==> config.mk <==
export PLATFORM = sky130hd
export DESIGN_NAME = trap_reporter
export DESIGN_NICKNAME = d
export VERILOG_FILES = /design/src/rtl/trap_reporter.sv
export SDC_FILE = /design/constraint.sdc
export NUM_CORES = 1
export LEC_CHECK = 0
export CORE_ASPECT_RATIO = 0.9
export CORE_MARGIN = 1
export CORE_UTILIZATION = 32
export DETAILED_ROUTE_END_ITERATION = 6
export PLACE_DENSITY = 0.59
export SYNTH_ARGS = -nofsm -noshare
export SYNTH_HDL_FRONTEND = slang
export SYNTH_SLANG_ARGS = --single-unit
==> constraint.sdc <==
create_clock -name clk -period 2.15 [get_ports clk]
set_clock_uncertainty 0.05 [all_clocks]
set_input_delay 0.43 -clock clk [delete_from_list [all_inputs] [get_ports clk]]
set_output_delay 0.43 -clock clk [all_outputs]
set_load 0.01 [all_outputs]
==> src/rtl/trap_reporter.sv <==
// Commit-stage trap reporter: counts cycles/instructions, captures the trap, drains, then reports.
// Optional no-commit watchdog enabled by defining TRAP_REPORTER_WATCHDOG_EN.
module trap_reporter #(
    parameter int COMMIT_WIDTH   = 2,
    parameter int DRAIN_CYCLES   = 4,
    parameter int TIMEOUT_CYCLES = 4096
) (
    input  logic                       clk,
    input  logic                       reset,
    input  logic [COMMIT_WIDTH-1:0]    commit_valid,
    input  logic [COMMIT_WIDTH-1:0]    commit_is_trap,
    input  logic [COMMIT_WIDTH*32-1:0] commit_pc,
    input  logic [31:0]                trap_code_in,
    input  logic                       trap_ack,
    output logic                       is_noop_trap,
    output logic [31:0]                trap_code,
    output logic [31:0]                trap_pc,
    output logic [31:0]                cycle_cnt,
    output logic [31:0]                instr_cnt,
    output logic                       busy
);

    // state    | meaning
    // S_RUN    | counting cycles and commits, watching for the trap
    // S_DRAIN  | trap captured, waiting for the pipeline to settle
    // S_REPORT | report valid and frozen until trap_ack
    typedef enum logic [1:0] {S_RUN, S_DRAIN, S_REPORT} state_t;

    localparam int DW = (DRAIN_CYCLES > 1) ? $clog2(DRAIN_CYCLES) : 1;

    if (COMMIT_WIDTH < 1 || COMMIT_WIDTH > 8 || TIMEOUT_CYCLES < 1) begin : g_bad_params
    end

    state_t          state_q, state_d;
    logic [31:0]     cycle_q, cycle_d;
    logic [31:0]     instr_q, instr_d;
    logic [31:0]     code_q, code_d;
    logic [31:0]     pc_q, pc_d;
    logic [DW-1:0]   drain_q, drain_d;

    logic            trap_found;
    logic [31:0]     trap_slot_pc;
    logic [31:0]     commit_num;
    logic            capture_en;
    logic [31:0]     capture_code;
    logic [31:0]     capture_pc;

    // Only slots up to and including the lowest valid trap slot are counted.
    always_comb begin
        trap_found   = 1'b0;
        trap_slot_pc = '0;
        commit_num   = '0;
        for (int i = 0; i < COMMIT_WIDTH; i++) begin
            if (!trap_found) begin
                if (commit_valid[i]) commit_num = commit_num + 32'd1;
                if (commit_valid[i] && commit_is_trap[i]) begin
                    trap_found   = 1'b1;
                    trap_slot_pc = commit_pc[32*i +: 32];
                end
            end
        end
    end

`ifdef TRAP_REPORTER_WATCHDOG_EN
    localparam int WW = $clog2(TIMEOUT_CYCLES + 1);
    logic [WW-1:0] wd_q, wd_d;

    always_ff @(posedge clk or negedge reset) begin
        if (!reset) wd_q <= '0;
        else        wd_q <= wd_d;
    end
`endif

    always_comb begin
        state_d      = state_q;
        cycle_d      = cycle_q;
        instr_d      = instr_q;
        code_d       = code_q;
        pc_d         = pc_q;
        drain_d      = drain_q;
        capture_en   = 1'b0;
        capture_code = trap_code_in;
        capture_pc   = trap_slot_pc;
`ifdef TRAP_REPORTER_WATCHDOG_EN
        wd_d         = '0;
`endif
        case (state_q)
            S_RUN: begin
                cycle_d = cycle_q + 32'd1;
                instr_d = instr_q + commit_num;
                if (trap_found) begin
                    capture_en = 1'b1;
                end
`ifdef TRAP_REPORTER_WATCHDOG_EN
                else if (commit_valid == '0) begin
                    if (wd_q == WW'(TIMEOUT_CYCLES - 1)) begin
                        capture_en   = 1'b1;
                        capture_code = 32'hFFFF_FFFE;
                        capture_pc   = commit_pc[31:0];
                    end else begin
                        wd_d = wd_q + 1'b1;
                    end
                end
`endif
                if (capture_en) begin
                    code_d = capture_code;
                    pc_d   = capture_pc;
                    if (DRAIN_CYCLES == 0) begin
                        state_d = S_REPORT;
                    end else begin
                        state_d = S_DRAIN;
                        drain_d = DW'(DRAIN_CYCLES - 1);
                    end
                end
            end
            S_DRAIN: begin
                cycle_d = cycle_q + 32'd1;
                if (drain_q == '0) state_d = S_REPORT;
                else               drain_d = drain_q - 1'b1;
            end
            S_REPORT: begin
                if (trap_ack) begin
                    state_d = S_RUN;
                    cycle_d = '0;
                    instr_d = '0;
                    code_d  = '0;
                    pc_d    = '0;
                    drain_d = '0;
                end
            end
            default: state_d = S_RUN;
        endcase
    end

    always_ff @(posedge clk or negedge reset) begin
        if (!reset) begin
            state_q <= S_RUN;
            cycle_q <= '0;
            instr_q <= '0;
            code_q  <= '0;
            pc_q    <= '0;
            drain_q <= '0;
        end else begin
            state_q <= state_d;
            cycle_q <= cycle_d;
            instr_q <= instr_d;
            code_q  <= code_d;
            pc_q    <= pc_d;
            drain_q <= drain_d;
        end
    end

    assign is_noop_trap = (state_q == S_REPORT);
    assign busy         = (state_q != S_RUN);
    assign trap_code    = code_q;
    assign trap_pc      = pc_q;
    assign cycle_cnt    = cycle_q;
    assign instr_cnt    = instr_q;

endmodule

==> metrics.md <==
| Metric | Value |
|---|---|
| Ys flop type | dfrtp_1 |
| Vias in the first global route | around 5.7k |
| DRT antenna net count | 0 |
| Status | finished, final reports clean |
| First-pass GRT wire length | between 30 and 40 mm |
| R2r endpoint | instr_cnt[31] |
| Final Worst Setup Slack | 0.0669 ns |
| Maxcap violations | 0 |
| Share of post-route cells with drive strength above 1 | 0.143 |
| Core ar. | between 15000 and 20000 um2 |
| CTS tree | yes |
| Switch share | 0.336 |
| Leakage power | between 4 and 5 nW |
| Hold crit path type | reg -> reg |
| Row cnt | 48 |
| NetSw | roughly 3.7 mW |
| Finish-stage setup viols | 0 |
| Number of CTS-inserted buffers | 17 |
| Synthesized area | approximately 6300 um2 |
| Final Hold Viols | 0 |
| Syn_area_per_cell | ~10 um2 |
| Int Pwr | roughly 7.4 mW |
| H-tree depth | 4 |
| Sequential share of power | 0.325 |
| Worst setup EP type | register |
| CTS root buffer | clkbuf_16 |
| Initial antenna violation count | 0 |
| Total power | between 10 and 15 mW |
| ANT cells | 0 |
| Number of stages on the worst hold path | 2 |
| CTS max path bufs | 2 |
| Fill cell count | between 1.5k and 2k |
| I/O Buffers | 232 |
| Register area share after synthesis | 0.526 |
| TritonRoute pass-1 iters | 4 |
| Die ar. | 20200 um2 |
| Starting Density | 0.327 |
| Slew Limit Fails | 0 |
| Register area | 3310 um2 |
| CP Class | in -> reg |
| Crit Reg-Reg Startpoint | instr_cnt[1] |
| Fmax | a little under 500 MHz |
| Total congestion overflow | 0 |
| Synth warn | 0 |
| Post-Syn Nets | 736 |
| Hold Crit Endpoint | trap_pc[6] |
| Clk pwr share | 0.288 |
| Total GRT Usage | 0.201 |
| Clk pin slew, worst setup/hold paths | 0.06 ns |
| DRT Wirelength | around 19 mm |
| Maximum VDD drop | 0.000522 V |
| EDFF count, synth | 0 |
| 1st-iter DRT viols | 276 |
| Crit path required time | 2.41 ns |
| Die Width | 150 um |
| Crit path cell chain | dlygate4sd2_1 > and2_4 > or2_4 > ha_4 > fa_2 > nand4_1 > nor4_4 > buf_4 > nand4_1 > mux2i_1 > o21ai_1 |
| Comb power frac | 0.388 |
| CTS Sinks | between 100 and 150 |
| Post-Synthesis Cells | approximately 630 |
| Worst-Margin Slew | between 0.5 and 0.6 ns |
| Post-layout util | 0.524 |
| Pre-CTS WS | -1.08 ns |
| Hold_sp | trap_pc[6] |
| PwrDens | 1100 nW/um2 |
| Relative slew slack | 0.656 |
| Crit-path max FO | 4 |
| Tcrit/Tclk final | 0.969 |
| Min Tclk post-route | 2.08 ns |
| Footprint of the multi-input gates | roughly 2900 um2 |
| Slowest stage cell, crit path | fa_2 |
| IO Pins | ~230 |
| Distinct cells, synth | between 60 and 70 |
| Area grow syn2layout | 60.3% |
| Detail Placement HPWL | between 10 and 15 mm |
| Reg2reg setup slack | 0.14 ns |
| Arr. time, crit path | between 2 and 2.5 ns |
| CP max stage delay | around 0.36 ns |
| Seq cells post-synth | 132 |
| Most repeated library cell on the critical path | nand4_1 |
| FFs w/ async S/R, synth | 1.00 |
| Nets | 1016 |
| Length in cells of the worst reg-to-reg path | 6 |
| Via count | slightly below 6k |
| Skew-Pair Late Insertion Delay | 0.42 ns |
| Largest net degree at the start of global routing | 41 |
| Setup TNS | 0 ns |
| Die H | 135 um |
| CP startpoint kind | input port |
| DRC | 0 |
| Wirelength per Cell | between 15 and 20 um |
| DR vias/cell | 5.05 |
| GPL Wtd Cong | 0.814 |
==> cells in the mapped netlist, drive strengths merged (2+ instances only) <==
library cell | count | share of area
and3 | 9 | 0.0096
or2 | 2 | 0.0020
xor2 | 21 | 0.029
a41oi | 2 | 0.0028
o21ai | 67 | 0.053
a31oi | 2 | 0.0020
a22o | 36 | 0.050
nor3b | 2 | 0.0024
nor4 | 6 | 0.0094
buf | 6 | 0.0048
ha | 5 | 0.010
a22oi | 32 | 0.038
inv | 12 | 0.0072
nand4 | 28 | 0.031
nor2 | 46 | 0.029
a21oi | 20 | 0.018
and4 | 2 | 0.0028
nand2b | 2 | 0.0020
nor2b | 2 | 0.0020
clkbuf | 29 | 0.021
nor3 | 10 | 0.0088
nand3 | 30 | 0.026
o211ai | 2 | 0.0024
mux2i | 10 | 0.016
o41ai | 2 | 0.0028
xnor2 | 4 | 0.0056
and2 | 2 | 0.0020
dfrtp | 132 | 0.53
a21o | 3 | 0.0036
or3 | 8 | 0.0080
o31ai | 3 | 0.0036
mux2 | 2 | 0.0036
nand2 | 76 | 0.045
==> per-layer routing <==
| layer | vias to the layer above | wire length, um | global-route usage |
|---|---|---|---|
| li1 | 2852 | - | - |
| met1 | 2834 | 8880 | 0.279 |
| met2 | 207 | 9010 | 0.307 |
| met3 | 12 | 1440 | 0.0605 |
| met4 | 0 | 151 | 0.0488 |
| met5 | - | 0 | 0 |
==> worst max-delay path by stage <==
stage                      start       endpoint  depth (start not counted)
6_report       commit_is_trap[0]  instr_cnt[20]                         11
5_1_grt        commit_is_trap[0]  instr_cnt[12]                         11
4_1_cts        commit_is_trap[0]  instr_cnt[20]                         11
3_5_place_dp     commit_valid[0]  instr_cnt[24]                         10
3_3_place_gp     commit_valid[0]  instr_cnt[24]                         10
2_1_floorplan    commit_valid[0]  instr_cnt[20]                         12
==> cell type report <==
| type | count | share of cell area |
|---|---|---|
| Multi-Input combinational cell | 447 | 0.284 |
| Tap cell | 250 | 0.0311 |
| Sequential cell | 132 | 0.328 |
| Clock inverter | 15 | 0.0213 |
| Clock buffer | 17 | 0.0423 |
| Inverter | 13 | 0.00510 |
| Timing Repair Buffer | 296 | 0.288 |
==> repair_timing <==
action,CTS,global route
hold buffers,1,0
buffers inserted,4,2
gates cloned,0,0
hold endpoints to repair,35,0
pin swaps,10,6
resized for setup,23,3
endpoints found under the setup margin,30,14
==> worst max-delay path, delay by kind of cell <==
family,cells,cell delay (ns)
AO/OA/AOI/OAI,1,0.07
adder cells (fa/ha/maj),2,0.52
buffers and inverters,2,0.38
multiplexers,1,0.20
AND/OR/NAND/NOR,5,0.74
==> power groups by stage <==
stage | registers (mW) | clock network, mW | logic (mW)
2_1_floorplan | 3.83 | 0 | 1.69
3_3_place_gp | 3.60 | 0 | 4.25
3_5_place_dp | 3.60 | 0 | 4.28
4_1_cts | 3.60 | 3.27 | 4.34
5_1_grt | 3.70 | 3.39 | 4.70
6_report | 3.60 | 3.19 | 4.30
==> cell families (layout without fill, tap and decap cells) <==
kind of cell	after synthesis	in the layout	synth area share
AOI/OAI and AO/OA	175	175	0.185
and+or+nand+nor	229	229	0.188
muxes	12	12	0.0195
adders and majority gates	6	6	0.0132
DFF	132	132	0.526
buffers and inverters	48	341	0.0331
xor gates and xnor gates	25	25	0.0349
==> cell usage in the layout (no fill, tap or decap), types with 18 or more instances in the layout <==
master / n
clkdlybuf4s50_1: 226
dfrtp_1: 130
nand2_1: 75
o21ai_0: 57
buf_4: 55
nor2_1: 40
a22o_1: 36
a22oi_1: 32
nand3_1: 28
nand4_1: 26
xor2_1: 21
a21oi_1: 18
==> state kept, by name, summed over array words and instances, names as in the netlist <==
name	flops
cycle_cnt	32
instr_cnt	32
trap_code	32
trap_pc	32
drain_q	2
state_q	2
==> per-stage QoR <==
step	std cells	hold slack, ns	instance area (um2)
4_1_cts	1168	0.433	10000
6_report	1170	0.429	10100
2_1_floorplan	627	0.0844	6320
3_3_place_gp	1131	0.335	9310
5_1_grt	1170	0.458	10100
3_5_place_dp	1131	0.340	9310
(Power assumes the default switching activity.)
